<file path="config.mk">
export PLATFORM = sky130hd
export DESIGN_NAME = parc_rob_param
export DESIGN_NICKNAME = d
export VERILOG_FILES = /design/src/rtl/parc_rob_param.sv
export SDC_FILE = /design/constraint.sdc
export NUM_CORES = 1
export LEC_CHECK = 0
export ABC_AREA = 1
export CORE_MARGIN = 3
export CORE_UTILIZATION = 45
export DETAILED_ROUTE_END_ITERATION = 8
export PLACE_DENSITY = 0.61
export RECOVER_POWER = 25
export SYNTH_ARGS = -nofsm -noshare
export SYNTH_HDL_FRONTEND = slang
export SYNTH_SLANG_ARGS = --single-unit
</file>
<file path="constraint.sdc">
create_clock -name clk -period 4.47 [get_ports clk]
set_input_delay 0.6705 -clock clk [delete_from_list [all_inputs] [get_ports clk]]
set_output_delay 0.6705 -clock clk [all_outputs]
set_load 0.05 [all_outputs]
</file>
<file path="src/rtl/parc_rob_param.sv">
// ---------------------------------------------------------------------------
// parc_rob_param -- parametrised reorder buffer for the out-of-order PARCv2 core
//
// Slots are allocated in program order at dispatch (at tail), marked complete
// by writeback fills, and retired in order from head once complete and no
// longer speculative. Occupancy is tracked with an explicit counter so all
// DEPTH slots are usable. A mispredicted branch squashes itself and every
// younger entry in one cycle.
//
// Optional feature: define ROB_PERF_EN to build a saturating 32-bit counter
// of cycles in which the ROB is non-empty but the head cannot commit. When
// undefined, perf_stall_cnt is tied to zero and no counter flops exist.
//
// Ports:
//   clk, reset          clock; synchronous active-high reset
//   alloc_val/rdy       dispatch handshake; alloc_preg/alloc_spec describe the
//                       new entry, alloc_slot is the slot granted (tail)
//   fill_val/fill_slot  writeback completion of a slot
//   resolve_*           branch resolution (mispred = 1 squashes)
//   commit_val/slot/preg head entry retirement
//   count/empty/full    occupancy status
//   perf_stall_cnt      head-blocked cycle counter (ROB_PERF_EN)
// ---------------------------------------------------------------------------
module parc_rob_param #(
  parameter int DEPTH  = 16,
  parameter int SLOT_W = 4,
  parameter int PREG_W = 5
) (
  input  logic              clk,
  input  logic              reset,
  input  logic              alloc_val,
  output logic              alloc_rdy,
  input  logic [PREG_W-1:0] alloc_preg,
  input  logic              alloc_spec,
  output logic [SLOT_W-1:0] alloc_slot,
  input  logic              fill_val,
  input  logic [SLOT_W-1:0] fill_slot,
  input  logic              resolve_val,
  input  logic [SLOT_W-1:0] resolve_slot,
  input  logic              resolve_mispred,
  output logic              commit_val,
  output logic [SLOT_W-1:0] commit_slot,
  output logic [PREG_W-1:0] commit_preg,
  output logic [SLOT_W:0]   count,
  output logic              empty,
  output logic              full,
  output logic [31:0]       perf_stall_cnt
);

  // Per-entry state
  logic [DEPTH-1:0]  valid_q, valid_d;
  logic [DEPTH-1:0]  pending_q, pending_d;
  logic [DEPTH-1:0]  spec_q, spec_d;
  logic [PREG_W-1:0] preg_q [DEPTH];

  // Global pointers and occupancy
  logic [SLOT_W-1:0] head_q, head_d;
  logic [SLOT_W-1:0] tail_q, tail_d;
  logic [SLOT_W:0]   count_q, count_d;

  logic              resolve_hit;
  logic              squash;
  logic              resolve_ok;
  logic              alloc_fire;
  logic [SLOT_W-1:0] squash_off;
  logic [DEPTH-1:0]  squash_hit;

  // Resolution only matters for a live speculative entry.
  assign resolve_hit = resolve_val && valid_q[resolve_slot] && spec_q[resolve_slot];
  assign squash      = resolve_hit && resolve_mispred;
  assign resolve_ok  = resolve_hit && !resolve_mispred;

  assign full       = (count_q == (SLOT_W+1)'(DEPTH));
  assign empty      = (count_q == '0);
  assign count      = count_q;
  assign alloc_rdy  = !full && !squash;
  assign alloc_fire = alloc_val && alloc_rdy;
  assign alloc_slot = tail_q;

  // Commit looks only at registered state; suppressed while reset is held so
  // stale entries never retire in the reset cycle.
  assign commit_val  = !reset && valid_q[head_q] && !pending_q[head_q] && !spec_q[head_q];
  assign commit_slot = head_q;
  assign commit_preg = preg_q[head_q];

  // Age of each slot measured from head. Everything at or beyond the branch's
  // age is younger than (or is) the branch. Measuring from head rather than
  // from tail keeps the full case (head == tail) unambiguous.
  assign squash_off = resolve_slot - head_q;

  genvar gi;
  generate
    for (gi = 0; gi < DEPTH; gi++) begin : g_age
      logic [SLOT_W-1:0] age;
      assign age            = SLOT_W'(gi) - head_q;
      assign squash_hit[gi] = squash && valid_q[gi] && (age >= squash_off);
    end
  endgenerate

  always_comb begin
    valid_d   = valid_q;
    pending_d = pending_q;
    spec_d    = spec_q;
    head_d    = head_q;
    tail_d    = tail_q;
    count_d   = count_q;

    if (fill_val && valid_q[fill_slot]) begin
      pending_d[fill_slot] = 1'b0;
    end
    if (resolve_ok) begin
      spec_d[resolve_slot] = 1'b0;
    end
    if (commit_val) begin
      valid_d[head_q] = 1'b0;
      head_d          = head_q + 1'b1;
    end

    if (squash) begin
      // Applied after fill so a same-cycle fill of a squashed slot loses.
      valid_d = valid_d & ~squash_hit;
      tail_d  = resolve_slot;
      count_d = {1'b0, squash_off} - (SLOT_W+1)'(commit_val);
    end else begin
      if (alloc_fire) begin
        tail_d = tail_q + 1'b1;
      end
      count_d = count_q + (SLOT_W+1)'(alloc_fire) - (SLOT_W+1)'(commit_val);
    end

    // The tail slot is never valid when allocation fires, so no conflict with
    // the fill/commit/resolve updates above.
    if (alloc_fire) begin
      valid_d[tail_q]   = 1'b1;
      pending_d[tail_q] = 1'b1;
      spec_d[tail_q]    = alloc_spec;
    end
  end

  always_ff @(posedge clk) begin
    if (reset) begin
      valid_q   <= '0;
      pending_q <= '0;
      spec_q    <= '0;
      head_q    <= '0;
      tail_q    <= '0;
      count_q   <= '0;
    end else begin
      valid_q   <= valid_d;
      pending_q <= pending_d;
      spec_q    <= spec_d;
      head_q    <= head_d;
      tail_q    <= tail_d;
      count_q   <= count_d;
    end
  end

  // Destination register storage; contents are meaningless while invalid.
  always_ff @(posedge clk) begin
    if (alloc_fire) begin
      preg_q[tail_q] <= alloc_preg;
    end
  end

`ifdef ROB_PERF_EN
  logic [31:0] perf_q;

  always_ff @(posedge clk) begin
    if (reset) begin
      perf_q <= '0;
    end else if (!empty && !commit_val && (perf_q != 32'hFFFF_FFFF)) begin
      perf_q <= perf_q + 32'd1;
    end
  end

  assign perf_stall_cnt = perf_q;
`else
  assign perf_stall_cnt = 32'd0;
`endif

endmodule

</file>
## Word level (Yosys, flattened, before mapping)

Memories as Yosys holds them, arrays and structs flattened. A register that Yosys moved wholly into a read port is not among the register bits.
Index checks and enable logic that the tools add are counted.

| word-level totals | value |
|---|---|
| ROM bits | 0 |
| output and inout bits | 54 |
| bits in latches | 0 |
| logic and storage cells | 153 |
| flip-flop bits (word level) | 61 |
| memories kept | 1 |
| input bits | 20 |
| bits in writable memories | 80 |

Memories:

| name | depth | bits a word | read ports | clocked after memory_dff | wr ports | RTL line | text |
|---|---|---|---|---|---|---|---|
| preg_q | 16 | 5 | 1 | 1 | 1 | 54 | `logic [PREG_W-1:0] preg_q [DEPTH];` |

| operators by class | value |
|---|---|
| eq/ne operators | 1 |
| shift operators | 0 |
| add/subtract/negate cells | 22 |
| divide/modulo/power cells | 0 |
| bitwise operators | 10 |
| multipliers | 0 |
| muxes and demuxes | 35 |
| reductions and logical operators | 54 |
| order comparisons | 24 |

Operators with widths:

| kind | count |
|---|---|
| 16-bit two-way mux | 7 |
| 16-bit AND | 4 |
| 4-bit >= comparator | 16 |
| 16-bit inverter | 4 |
| 1-bit logical AND | 46 |
| 16-bit bitwise OR | 2 |
| 4-bit subtractor (first input constant) | 8 |
| 1-bit binary-select mux with 4-bit select | 6 |
| 4-bit by 5-bit less-than comparator with 1-bit output (second input constant) | 4 |
| 16-bit bitwise mux | 1 |
| 1-bit demux with 4-bit select | 4 |
| 4-bit by 1-bit >= comparator with 1-bit output (second input constant) | 4 |
| 4-bit two-way mux | 4 |
| 3-bit by 4-bit subtractor with 4-bit output (first input constant) | 4 |
| 1-bit two-way mux | 12 |
| 4-bit by 1-bit adder with 4-bit output (second input constant) | 2 |
| 1-bit by 4-bit subtractor with 4-bit output (first input constant) | 2 |
| 2-bit by 4-bit subtractor with 4-bit output (first input constant) | 2 |
| 1-bit logical NOT | 6 |
| 5-bit by 1-bit adder with 5-bit output | 1 |
| 5-bit equality test (second input constant) | 1 |
| 5-bit logical NOT | 1 |
| 5-bit two-way mux | 1 |
| 4-bit by 1-bit subtractor with 5-bit output | 1 |
| 3 further kinds | 3 |

## Depth between registers and ports, before layout

| logic depth | value |
|---|---|
| depth after elaboration | 12 |
| depth in mapped cells | 25 |
| mapped depth without buffers | 23 |

## Least setup slack after synthesis

Ideal clock, no wire load.

| path | value |
|---|---|
| path type | reg2reg |
| from | register count_q[2] (netlist: count[2]) |
| to | register count_q[4] (netlist: count[4]) |
| buffers on the path | 1 |
| period minus slack after synthesis | 3.673 ns |
| data required time | 4.399 ns |
| setup time | 0.071 ns |
| slack | 0.797 ns |
| stages on the path, launching flop included | 18 |
| arrival | 3.602 ns |
| cells stage by stage | dfxtp_1 inv_1 ha_1 nand4_1 buf_2 nand2_1 inv_1 nand2_1 ha_1 inv_1 ha_1 fa_1 a21oi_1 o21bai_1 xor2_1 nand2_1 nand2_1 a21oi_1 |

| between the ends | value |
|---|---|
| word-level cells in the longest chain between the ends | 7 |

RTL lines:

| element | RTL line | text |
|---|---|---|
| start, declared | 59 | `logic [SLOT_W:0] count_q, count_d;` |
| start signal, assigned | 154 | `count_q <= count_d;` |
| 5-bit equality test | 73 | `assign full = (count_q == (SLOT_W+1)'(DEPTH));` |
| 1-bit logical NOT | 76 | `assign alloc_rdy = !full && !squash;` |
| 1-bit logical AND | 76 |  |
| via alloc_rdy | 32 | `output logic alloc_rdy,` |
| 1-bit logical AND | 77 | `assign alloc_fire = alloc_val && alloc_rdy;` |
| 5-bit by 1-bit adder with 5-bit output | 128 | `count_d = count_q + (SLOT_W+1)'(alloc_fire) - (SLOT_W+1)'(commit_val);` |
| 5-bit by 1-bit subtractor with 5-bit output | 128 |  |
| 5-bit two-way mux | 119 | `if (squash) begin` |

The timed path passes the listed nets, and every way through them passes these cells.
A chain may end at the register's enable or synchronous reset.

## Worst setup path after layout

| path | value |
|---|---|
| from | register head_q[1] (netlist: commit_slot[1]) |
| to | register count_q[4] (netlist: count[4]) |

| between the ends | value |
|---|---|
| word-level cells in the longest chain between the ends | 7 |
| elaborated cells between the ends (all ways) | 15 |
| classes of those cells | 3 x add/sub; 7 x mux; 5 x reduce/logical |

RTL lines:

| element | RTL line | text |
|---|---|---|
| start, declared | 57 | `logic [SLOT_W-1:0] head_q, head_d;` |
| start signal, assigned | 145 | `head_q <= '0;` |
| start signal, assigned | 152 | `head_q <= head_d;` |
| 1-bit binary-select mux with 4-bit select | 82 | `assign commit_val = !reset && valid_q[head_q] && !pending_q[head_q] && !spec_q[head_q];` |
| 1-bit two-way mux (implied by the code) | 82 |  |
| 1-bit logical AND / 1-bit logical NOT (equally long branches) | 82 |  |
| 1-bit logical AND (2 in series) | 82 |  |
| 5-bit by 1-bit subtractor with 5-bit output / 4-bit by 1-bit subtractor with 5-bit output (equally long branches) | 128, 123 |  |
| 5-bit two-way mux (*) | 119 |  |

Mark *: on every way between the ends. The rest lies on a longest branch, timed or not. The select of a mux whose other input is x is not followed.

==> reports/qor.yml <==
die:
  die_h_um: 148
  io_pins: 74
  dieWidth_um: 148
  rows: 51
  fp.coreArea_mm2: 0.0197
  dieArea_mm2: 0.0220
  start_util: 0.464
pwr:
  power_density_mw_per_mm2: 454
  internal-power_uw: 2880
  pwr-share-comb: 0.348
  irDropWorstVdd_uv: 473
  netSwitchingFraction: 0.383
  power_frac_seq: 0.331
  p_clk_frac: 0.320
  leakage_uw: 0.00438
  power_switching_uw: 1790
clocking:
  h-tree-depth: 4
  numCtsBuffers: 17
  tritoncts: "built"
  cts_setup_buffers: 0
  numClockSinks: 145
  cts_hold_buf: 0
  clk_pin_slew_ns: 0.07
  insertion_delay_ns: 0.44
  clk_path_buf_depth: 2
  ctsResizeCount: 0
  root_buffer: "clkbuf_16"
sta:
  finalSetupViolations: 0
  rsz0062_at_grt: "false"
  clock_skew_ns: 0.00934
  tns_ns: 0
  worstMarginPinSlew_ns: 0.720
  fin_crit_sh: 0.808
  fmax_mhz: 277
  slew_headroom: 0.519
  drv_slew: 0
  fin_crit_ns: 3.61
  finalHoldViolations: 0
setup_path:
  r2r-end: "count[4]$_SDFF_PP0_"
  cp-start-kind: "flop"
  crit_path_end_kind: "flop"
  reg2reg_depth: 19
  cp_max_fo: 17
  r2r_start: "commit_slot[1]$_SDFFE_PP0N_"
  crit_arrival_ns: 3.92
  cp.required_ns: 4.78
  r2r_slack_ns: 0.86
  crit_type: "flop to flop"
synth:
  synth_cell_type_count: 38
  yosys_most_used_dff: "edfxtp_1"
  yosys-top-cells-count: "nand2_1, inv_1, nor2_1"
  syn_avg_cell_area_um2: 8.05
  ys_warn_count: 0
  yosysTopAreaCellShare: 0.264
  synth.ff_latch_count: 145
  synth_cells: 1132
  yosysMostFrequentCell: "nand2_1"
  synth_edf_count: 80
  yosysTopAreaCell: "edfxtp_1"
  netlist_area_mm2: 0.00911
  synthArstFlopShare: 0
  synth_area_leaders: "edfxtp_1, dfxtp_1, nand2_1"
  synth.yosys.seq_area_share: 0.406
hold_path:
  min_path_type: "flop to flop"
  worstHoldPathCells: 2
  worstHoldStart: "pending_q[5]$_SDFF_PP0_"
  min_to: "pending_q[5]$_SDFF_PP0_"
outcome:
  status: "finished clean"
routing:
  detail_route.first_pass.iterations: 6
  num_vias: 7572
  wl_um: 24900
  routedWlPerCell_um: 17.3
  viasPerCell: 5.25
  drc: 0
  drt_iter0_drc: 519
  final_antenna_net_count: 0
grt:
  grt_pass1_vias: 7047
  grt_pass1_wl_um: 38800
  grt.overflow.total: 0
  grt_max_degree: 42
  grtUsageTotal: 0.228
  antenna_found_initial: 0
layout:
  utilization: 0.522
  antenna_cells: 0
  final_cell_area_mm2: 0.0103
  layout.nets: 1242
  drive_above_1_share: 0.0731
  layout-area-overhead-vs-synth_pct: 12.6
  fillers: 1921
placement:
  place_area_mm2: 0.00965
  place.gp.congestion: 0.909
  hpwl_um: 17900
  io_buffers: 41
run:
  drv_cap: 0
## metrics by stage
stage	hold slack [ns]	power [uW]	cells	setup WS, ns
finish	0.463	4660	1441	0.858
global route	0.494	4920	1441	0.654
CTS	0.462	4690	1441	0.863
detailed placement	0.452	3190	1409	0.491
global placement	0.451	3170	1409	0.577
floorplan	0.439	2760	1163	0.797
## cell type report
type,count,area (um^2),share of cell area
Tap cell,265,332,0.0323
Sequential cell,145,3700,0.361
Clock buffer,17,425,0.0414
Clock inverter,15,189,0.0184
Timing Repair Buffer,63,583,0.0568
Inverter,142,533,0.0519
Multi-Input combinational cell,794,4500,0.438
## cell families after synthesis
kind of cell / count (synthesis) / synth area share
adder cells (fa/ha/maj): 59 / 0.0835
XOR/XNOR: 16 / 0.0162
flip-flops: 145 / 0.406
other: 1 / 0.000411
multiplexers: 20 / 0.0220
AO/OA/AOI/OAI: 154 / 0.0964
buffers and inverters: 224 / 0.113
AND/OR/NAND/NOR: 513 / 0.262
## registers in the layout, indices dropped and copies added, names as in the netlist, named ones only
name         cells
commit_slot      4
alloc_slot       4
count            5
preg_q          80
valid_q         16
pending_q       16
spec_q          16
## power by group through the flow
stage                     Sequential [uW]  Clock [uW]  Combinational (uW)
after floorplan                      1620           0                1140
after global placement               1570           0                1600
after detailed placement             1570           0                1620
after CTS                            1550        1510                1630
after global routing                 1550        1580                1790
final                                1550        1490                1620
## worst max-delay path by stage
stage	depth (start not counted)	start	to
after floorplan	17	count[2]$_SDFF_PP0_	count[4]$_SDFF_PP0_
after CTS	6	flop	commit_preg[2]
final	19	commit_slot[1]$_SDFFE_PP0N_	count[4]$_SDFF_PP0_
after global placement	23	resolve_slot[0]	count[4]$_SDFF_PP0_
after detailed placement	23	resolve_slot[0]	count[4]$_SDFF_PP0_
after global routing	23	resolve_slot[0]	count[4]$_SDFF_PP0_
## cells in the final DEF (no fill, tap or decap), types with 23 or more instances in the layout
cell,count
a21oi_1,73
buf_4,23
clkdlybuf4s50_1,35
conb_1,32
dfxtp_1,64
edfxtp_1,80
ha_1,56
inv_1,136
nand2_1,228
nand3_1,94
nand4_1,48
nor2_1,119
o211ai_1,24
o21ai_0,35
## per-layer routing
| metal | share of wire | track usage |
|---|---|---|
| met1 | 0.44 | 0.304 |
| met2 | 0.47 | 0.372 |
| met3 | 0.058 | 0.0454 |
| met4 | 0.031 | 0.0818 |
| met5 | 0 | 0 |
## worst max-delay path: stages (launching register included)
cell,delay (ns)
dfxtp_1,0.30
buf_4,0.20
inv_1,0.51
nand3_1,0.16
nand3_1,0.12
nand3_1,0.10
nand3_2,0.07
buf_4,0.21
nand3_2,0.18
inv_1,0.25
ha_1,0.16
inv_1,0.04
ha_1,0.19
fa_1,0.40
a21oi_1,0.14
o21bai_1,0.08
xor2_1,0.15
nand2_1,0.07
nand2_1,0.08
a21oi_1,0.04
Power figures use the tool's default switching activity.
